`src/rtl/ls368a_bus_pkg.sv`:
```
// Shared types and constants for the ls368a bus receive path.
package ls368a_bus_pkg;

  // Lane split of the hex bus: group 1 owns the low lanes, group 2 the high.
  localparam int G1_LANES = 4;
  localparam int G2_LANES = 2;
  localparam int BUS_W    = G1_LANES + G2_LANES;

  // Window tracking states.
  typedef enum logic [1:0] {
    IDLE    = 2'd0,
    ACTIVE  = 2'd1,
    CAPTURE = 2'd2
  } rx_state_t;

  // One buffered word: restored data plus which groups were driven.
  typedef struct packed {
    logic [BUS_W-1:0] data;
    logic [1:0]       mask;
  } fifo_word_t;

endpackage

```
`src/rtl/ls368a_bus_rx_fifo.sv`:
```
// Small word FIFO with a registered head (valid/ready pop), overflow drop
// and a sticky overflow flag.
module bus_word_fifo
  import ls368a_bus_pkg::*;
#(
  parameter int DEPTH = 4
) (
  input  logic       clk,
  input  logic       rst_b,
  input  logic       push,
  input  fifo_word_t push_word,
  input  logic       pop_ready,
  input  logic       clr_ovf,
  output fifo_word_t head_word,
  output logic       head_valid,
  output logic       overflow
);

  localparam int AW = $clog2(DEPTH);
  localparam int CW = AW + 1;
  localparam logic [CW-1:0] FULL_COUNT = CW'(DEPTH);

  fifo_word_t          mem [DEPTH];
  logic [AW-1:0]       wr_ptr_reg, wr_ptr_next;
  logic [AW-1:0]       rd_ptr_reg, rd_ptr_next;
  logic [CW-1:0]       count_reg, count_next;
  fifo_word_t          head_reg, head_next;
  logic                valid_reg, valid_next;
  logic                ovf_reg, ovf_next;
  logic                full, pop, push_ok, drop, bypass;

  assign full    = (count_reg == FULL_COUNT);
  assign pop     = valid_reg & pop_ready;
  // A pop in the same cycle frees the slot, so a full FIFO still accepts.
  assign push_ok = push & (~full | pop);
  assign drop    = push & full & ~pop;

  // Next pointers, occupancy and the word that will sit at the head.
  always_comb begin
    wr_ptr_next = wr_ptr_reg;
    rd_ptr_next = rd_ptr_reg;
    count_next  = count_reg;
    if (push_ok) wr_ptr_next = wr_ptr_reg + AW'(1);
    if (pop)     rd_ptr_next = rd_ptr_reg + AW'(1);
    if (push_ok && !pop)      count_next = count_reg + CW'(1);
    else if (!push_ok && pop) count_next = count_reg - CW'(1);
    valid_next = (count_next != '0);
    // The new head slot is being written this cycle: forward the push word.
    bypass     = push_ok && (wr_ptr_reg == rd_ptr_next);
    if (!valid_next)  head_next = '0;
    else if (bypass)  head_next = push_word;
    else              head_next = mem[rd_ptr_next];
    // Set wins over clear when both happen together.
    ovf_next = drop ? 1'b1 : (clr_ovf ? 1'b0 : ovf_reg);
  end

  // Storage array, written on accepted pushes only.
  always_ff @(posedge clk) begin
    if (push_ok) mem[wr_ptr_reg] <= push_word;
  end

  // Pointer, count, head and flag registers.
  always_ff @(posedge clk or negedge rst_b) begin
    if (!rst_b) begin
      wr_ptr_reg <= '0;
      rd_ptr_reg <= '0;
      count_reg  <= '0;
      head_reg   <= '0;
      valid_reg  <= 1'b0;
      ovf_reg    <= 1'b0;
    end else begin
      wr_ptr_reg <= wr_ptr_next;
      rd_ptr_reg <= rd_ptr_next;
      count_reg  <= count_next;
      head_reg   <= head_next;
      valid_reg  <= valid_next;
      ovf_reg    <= ovf_next;
    end
  end

  assign head_word  = head_reg;
  assign head_valid = valid_reg;
  assign overflow   = ovf_reg;

endmodule

```
`src/rtl/ls368a_bus_rx.sv`:
```
// Receive end of the ls368a inverting 3-state bus: synchronizes the pins,
// tracks each enable window, restores polarity and buffers words.
module ls368a_bus_rx
  import ls368a_bus_pkg::*;
#(
  parameter int SYNC_STAGES = 2,
  parameter int FIFO_DEPTH  = 4,
  parameter int MIN_ACTIVE  = 2
) (
  input  logic             clk,
  input  logic             rst_b,
  input  logic [BUS_W-1:0] bus_in,
  input  logic             e1_b,
  input  logic             e2_b,
  output logic [BUS_W-1:0] out_data,
  output logic [1:0]       out_mask,
  output logic             out_valid,
  input  logic             out_ready,
  output logic             overflow,
  input  logic             clr_ovf,
  output logic             busy
);

  localparam int NIN   = BUS_W + 2;
  localparam int CNT_W = $clog2(MIN_ACTIVE + 1);
  localparam logic [CNT_W-1:0] CNT_MAX = CNT_W'(MIN_ACTIVE);

  logic [NIN-1:0]         raw_in, sync_out;
  logic [SYNC_STAGES-1:0] sync_reg [NIN];
  logic [BUS_W-1:0]       s_bus;
  logic                   s_e1_b, s_e2_b;

  rx_state_t              state_reg, state_next;
  logic [BUS_W-1:0]       cap_reg, cap_next;
  logic [1:0]             mask_reg, mask_next;
  logic [CNT_W-1:0]       cnt_reg, cnt_next;
  logic                   push;
  fifo_word_t             push_word, head_word;

  assign raw_in = {e2_b, e1_b, bus_in};

  generate
    for (genvar gi = 0; gi < NIN; gi++) begin : g_sync
      // Per-input synchronizer chain, preset to the pulled-up idle level.
      always_ff @(posedge clk or negedge rst_b) begin
        if (!rst_b) sync_reg[gi] <= '1;
        else        sync_reg[gi] <= {sync_reg[gi][SYNC_STAGES-2:0], raw_in[gi]};
      end
      assign sync_out[gi] = sync_reg[gi][SYNC_STAGES-1];
    end
  endgenerate

  assign s_bus  = sync_out[BUS_W-1:0];
  assign s_e1_b = sync_out[BUS_W];
  assign s_e2_b = sync_out[BUS_W+1];

  // Window FSM next-state, capture and glitch-filter counter.
  always_comb begin
    state_next = state_reg;
    cap_next   = cap_reg;
    mask_next  = mask_reg;
    cnt_next   = cnt_reg;
    unique case (state_reg)
      IDLE: begin
        cap_next  = '0;
        mask_next = '0;
        cnt_next  = '0;
        if (!s_e1_b || !s_e2_b) state_next = ACTIVE;
      end
      ACTIVE: begin
        if (!s_e1_b) begin
          cap_next[G1_LANES-1:0] = ~s_bus[G1_LANES-1:0];
          mask_next[0]           = 1'b1;
        end
        if (!s_e2_b) begin
          cap_next[BUS_W-1:G1_LANES] = ~s_bus[BUS_W-1:G1_LANES];
          mask_next[1]               = 1'b1;
        end
        if (cnt_reg < CNT_MAX) cnt_next = cnt_reg + CNT_W'(1);
        // Short windows are treated as glitches and dropped silently.
        if (s_e1_b && s_e2_b) state_next = (cnt_reg >= CNT_MAX) ? CAPTURE : IDLE;
      end
      CAPTURE: state_next = IDLE;
      default: state_next = IDLE;
    endcase
  end

  // FSM and capture registers.
  always_ff @(posedge clk or negedge rst_b) begin
    if (!rst_b) begin
      state_reg <= IDLE;
      cap_reg   <= '0;
      mask_reg  <= '0;
      cnt_reg   <= '0;
    end else begin
      state_reg <= state_next;
      cap_reg   <= cap_next;
      mask_reg  <= mask_next;
      cnt_reg   <= cnt_next;
    end
  end

  assign push           = (state_reg == CAPTURE);
  assign push_word.data = cap_reg;
  assign push_word.mask = mask_reg;
  assign busy           = (state_reg != IDLE);

  bus_word_fifo #(
    .DEPTH (FIFO_DEPTH)
  ) u_fifo (
    .clk        (clk),
    .rst_b      (rst_b),
    .push       (push),
    .push_word  (push_word),
    .pop_ready  (out_ready),
    .clr_ovf    (clr_ovf),
    .head_word  (head_word),
    .head_valid (out_valid),
    .overflow   (overflow)
  );

  assign out_data = head_word.data;
  assign out_mask = head_word.mask;

endmodule

```
`config.mk`:
```
export PLATFORM = sky130hd
export DESIGN_NAME = ls368a_bus_rx
export DESIGN_NICKNAME = d
export VERILOG_FILES = /design/src/rtl/ls368a_bus_pkg.sv /design/src/rtl/ls368a_bus_rx_fifo.sv /design/src/rtl/ls368a_bus_rx.sv
export SDC_FILE = /design/constraint.sdc
export NUM_CORES = 1
export LEC_CHECK = 0
export ABC_AREA = 1
export CAP_MARGIN = 20
export CORE_ASPECT_RATIO = 2
export CORE_UTILIZATION = 35
export DETAILED_ROUTE_END_ITERATION = 12
export SYNTH_ARGS = -nofsm -noshare
export SYNTH_HDL_FRONTEND = slang
export SYNTH_HIERARCHICAL = 1
export SYNTH_SLANG_ARGS = --single-unit
```
`constraint.sdc`:
```
create_clock -name clk -period 2.2 [get_ports clk]
set_input_delay 0.22 -clock clk [delete_from_list [all_inputs] [get_ports clk]]
set_output_delay 0.22 -clock clk [all_outputs]
set_load 0.02 [all_outputs]
```
* Word-level counts from Yosys, hierarchy flattened *
Memory sizes are Yosys's and may differ from the RTL's.
Index checks and enable logic that the tools add are counted.
Widths: inputs -> output; s select.

storage, ports and cells
  register bits after elaboration = 45
  RAM bits = 32
  output and inout bits = 11
  memories kept = 1

cells by class
  $add $sub $neg = 5
  magnitude comparators = 2
  equal/unequal tests = 9
  multiplexer cells = 21
  bitwise operators = 9
  reductions and logical operators = 18

memory list
  name        words  bits a word  read ports  clocked after memory_dff  write ports  RTL line                  RTL
  u_fifo.mem  4      8            1           0                         1            ls368a_bus_rx_fifo.sv:23  fifo_word_t mem [DEPTH];

operators with widths
  cell                 number
  $mux 8               2
  $mux 2               6
  $pmux 2 s2           3
  $pmux 6 s2           1
  $ne 2x2->1 const B   5
  $reduce_and 2->1     4
  $add 2x1->2 const B  3
  $mux 1               6
  $mux 3               2
  $reduce_bool 2->1    3
  $and 1x1->1          4
  $logic_and 1x1->1    4
  $logic_not 1->1      4
  $mux 4               1
  $not 4->4            1
  $add 3x1->3 const B  1
  $eq 3x3->1 const B   1
  $reduce_bool 3->1    1
  $sub 3x1->3 const B  1
  $eq 2x1->1 const B   1
  $eq 2x2->1           1
  $eq 2x2->1 const B   1
  $ge 2x2->1 const B   1
  $logic_not 2->1      1
  other kinds (5)      6

* Longest topological paths before layout *
Gate-level depths: netlist (run 1).

  depth after elaboration = 10
  depth in mapped cells = 11

* Modules after synthesis *
Netlist (run 1), hierarchy kept.

modules (own cells, without submodules)
  module         times used  cells an instance  area an instance (sq um)  sequential area each (sq um)
  bus_word_fifo  1           225                2,371.0                   1,386.3
  ls368a_bus_rx  1           77                 952.2                     720.7

* Worst setup path after synthesis (run 1) *
No wires, ideal clock.

  path type = register to register
  start = register state_reg[1]
  end = memory u_fifo/mem[1][0] (netlist name), enable pin
  library setup time = 371 ps
  arrival time = 1,464 ps
  data required time = 1,829 ps
  path slack = 365 ps
  cell stages (with the launch flop) = 5
  buffers on the path = 0
  period minus slack after synthesis = 1,835 ps
  path through = dfrtp_1 > inv_1 > nor2_1 > o21ai_4 > nor2_1

on the way
  longest elaborated chain between the ends = 4

ends and longest elaborated chain
  what                          RTL line                  RTL
  start, declared               ls368a_bus_rx.sv:33       rx_state_t state_reg, state_next;
  start signal, assigned        ls368a_bus_rx.sv:96       state_reg <= state_next;
  $eq 2x2->1                    ls368a_bus_rx.sv:103      assign push = (state_reg == CAPTURE);
  via push                      ls368a_bus_rx.sv:37       logic push;
  $and 1x1->1                   ls368a_bus_rx_fifo.sv:35  assign push_ok = push & (~full | pop);
  $mux 1                        ls368a_bus_rx_fifo.sv:59  if (push_ok) mem[wr_ptr_reg] <= push_word;
  $mux 1 (not written as such)  ls368a_bus_rx_fifo.sv:59
  end, declared                 ls368a_bus_rx_fifo.sv:23

The timed path passes the listed nets, and every way through them passes these cells.

* Final worst setup path (run 1) *
  start = register u_fifo.count_reg[0]
  end = memory u_fifo/mem[0][1] (netlist name), enable pin

on the way
  longest elaborated chain between the ends = 6

ends and longest elaborated chain
  what                          RTL line                  RTL
  start, declared               ls368a_bus_rx_fifo.sv:26  logic [CW-1:0] count_reg, count_next;
  start signal, assigned        ls368a_bus_rx_fifo.sv:74  count_reg <= count_next;
  $eq 3x3->1                    ls368a_bus_rx_fifo.sv:32  assign full = (count_reg == FULL_COUNT);
  $not 1->1                     ls368a_bus_rx_fifo.sv:35
  $or 1x1->1                    ls368a_bus_rx_fifo.sv:35
  $and 1x1->1                   ls368a_bus_rx_fifo.sv:35
  $mux 1                        ls368a_bus_rx_fifo.sv:59
  $mux 1 (not written as such)  ls368a_bus_rx_fifo.sv:59

No other way between the ends.

==> results of run 1 <==
-- cell families after synthesis --
kind of cell / Yosys count / share of synthesized area, %
AOI/OAI and AO/OA: 10 / 2.15
xor gates and xnor gates: 1 / 0.264
adders and majority gates: 8 / 3.01
buffers and inverters: 42 / 5.16
DFF: 77 / 63.4
and+or+nand+nor: 164 / 26.0
-- worst max-delay path, stage by stage, from the launching register on --
cell and delay [ps]:
dfrtp_1 370, inv_1 80, ha_1 220, nand2_1 160, o21ai_4 120, nor2_1 610
-- power groups by stage --
stage                     registers [mW]  clock network (mW)  logic (mW)
after floorplan                     2.05                   0        1.22
after global placement              1.97                   0        1.75
after detailed placement            1.98                   0        1.80
after CTS                           1.96                1.36        1.80
after global routing                1.98                1.41        2.00
final                               1.95                1.31        1.77
-- path summary, 6_finish.rpt --
| path | cells after the start | slack [ps] | from | to |
|---|---|---|---|---|
| max in group asynchronous | 2 | 1580 | rst_b | u_fifo/head_word[4] |
| worst min-delay path | 1 | 5 | rst_b | u_fifo/wr_ptr_reg[1] |
| worst min register to register | 0 | 350 | sync_reg[12] | s_bus[1] |
| worst max-delay path | 5 | 280 | u_fifo/count_reg[0] | u_fifo/mem[0][1] |
| worst max register to register | 5 | 280 | u_fifo/count_reg[0] | u_fifo/mem[0][1] |
| min in group clk | 1 | 290 | bus_in[5] | sync_reg[4] |
-- per-stage QoR --
step	power, mW	cells	setup slack [ps]	instance area (µm²)	util (%)
4_1_cts	5.12	447	263	3960	42.8
3_5_place_dp	3.78	431	186	3690	39.9
2_1_floorplan	3.26	302	365	3320	-
5_1_grt	5.40	447	179	3960	42.8
3_3_place_gp	3.72	431	223	3690	39.9
6_report	5.03	447	276	3960	42.8
-- cell usage after synthesis (all sizes together) --
master and number:
nand3 49, ha 8, nand4 1, nand2 91
xor2 1, buf 4, nor3 1, o21ai 3
inv 38, a21o 3, edfxtp 32, a21oi 2
dfrtp 29, nor2 22, o22ai 2, dfstp 16
-- cell type report --
type                            instances  area, µm²
Clock buffer                           10        229
Clock inverter                          6       37.5
Fill cell                             913       5300
Inverter                               38        143
Multi-Input combinational cell        183       1040
Sequential cell                        77       2110
Tap cell                              104        130
Timing Repair Buffer                   29        268
-- routing by layer --
layer	global-route usage (%)	up-vias	routed length [µm]
met4	8.32	0	201
met1	12.6	970	2080
met3	3.62	12	156
met5	0	-	0
li1	-	1048	-
met2	25.5	37	3430
==> results.ini, run 1 <==
[cts]
clk_latency_ps=330
clk_pin_slew_ps=60
cts_hold_buffers=0
cts_resized=0
cts_setup_buffers=0
root_buffer=clkbuf_16
clockBufferDepth=2
numCtsBuffers=9
clock-sinks=77
cts_tree=yes
htreeDepth=3

[global_routing]
antenna_found_initial=0
grt_first_pass_wirelength_mm=10.1
grt_pass1_vias=2153
grt_start_max_net_pins=41
grt-ovfl-total=0
track_usage_pct=13.6

[run]
max_cap_violations=0

[floorplan]
initial_utilization_pct=35.9
die_w_um=70.9
die_y_um=140
boundaryPins=23
row_count=50
dieArea_um2=9910
coreArea_um2=9260

[sta]
tns_ps=0
fin_hold_ws_ps=5.19
period_share_pct=87.5
slew_viol_final=0
rsz0062_at_grt=false
final-setup-viol-count=0
tightestPinTransition_ps=870
report.final.hold_viol_count=0
clock_skew_ps=5.73
min_period_ps=1920
slew_headroom_pct=42.0
fmax_mhz=520

[power]
leakagePower_nw=1.78
p_sw_share_pct=36.6
combPwrFrac_pct=35.1
intPower_mw=3.19
netSwitchingPower_mw=1.84
vdd_drop_max_mv=0.687
clkPwrFrac_pct=26.0
power.density_nw_per_um2=1270
p_seq_share_pct=38.8

[yosys]
syn_inst=302
syn_area_um2=3320
yosysTopAreaCell=edfxtp_1
netlist.area_leader.share_pct=28.9
synth_cell_types=28
synth-seq-area-share_pct=63.4
synthTopCellsByArea=edfxtp_1 (29%), dfrtp_1 (22%), dfstp_2 (13%), nand2_1 (8.8%), nand3_1 (6.6%)
yosys_warnings=6
syn_nets=322
ys_ff_latch=77
avgSynthCellArea_um2=11.0

[place]
gp_congestion=0.743
io_buffers=22
dp_hpwl_mm=4.39

[worst_setup_path]
end_kind=flop
crit_arrival_ps=1880
cp_max_fo=8
cp.required_ps=2160
crit_type=reg -> reg
startpoint_type=flop

[layout]
n_antenna_cell=0
drive_gt1_share_pct=21.0
nets=358
final_cell_mix=nand2_1 (78), nand3_1 (44), inv_1 (35)
layout_commonest_cell=nand2_1
syn2layout_area_growth_pct=19.1
largest_reg_flops=32

[detailed_routing]
first_pass_iters=6
drc=0
via_per_inst=4.62
routed_wl_mm=5.87
via_count=2067
drt_iter0_drc=50
wl_per_cell_um=13.1
ant_nets=0

[status]
outcome=finished clean

[min_path]
hold_path.class=in -> async

Note: power is estimated with default switching activity, not from simulation.
==> run 2, diff against run 1 <==
--- a/config.mk
+++ b/config.mk
@@ -6,6 +6,7 @@
 export NUM_CORES = 1
 export LEC_CHECK = 0
 export ABC_AREA = 1
+export ABC_CLOCK_PERIOD_IN_PS = 2200
 export CAP_MARGIN = 20
 export CORE_ASPECT_RATIO = 2
 export CORE_UTILIZATION = 35
==> results of run 2 <==
No change in the layout: final DEF, timing and power equal those of run 1.
==> run 3, diff against run 2 <==
--- a/config.mk
+++ b/config.mk
@@ -6,7 +6,6 @@
 export NUM_CORES = 1
 export LEC_CHECK = 0
 export ABC_AREA = 1
-export ABC_CLOCK_PERIOD_IN_PS = 2200
 export CAP_MARGIN = 20
 export CORE_ASPECT_RATIO = 2
 export CORE_UTILIZATION = 35
==> results of run 3 <==
No change in the layout: final DEF, timing and power equal those of run 1.
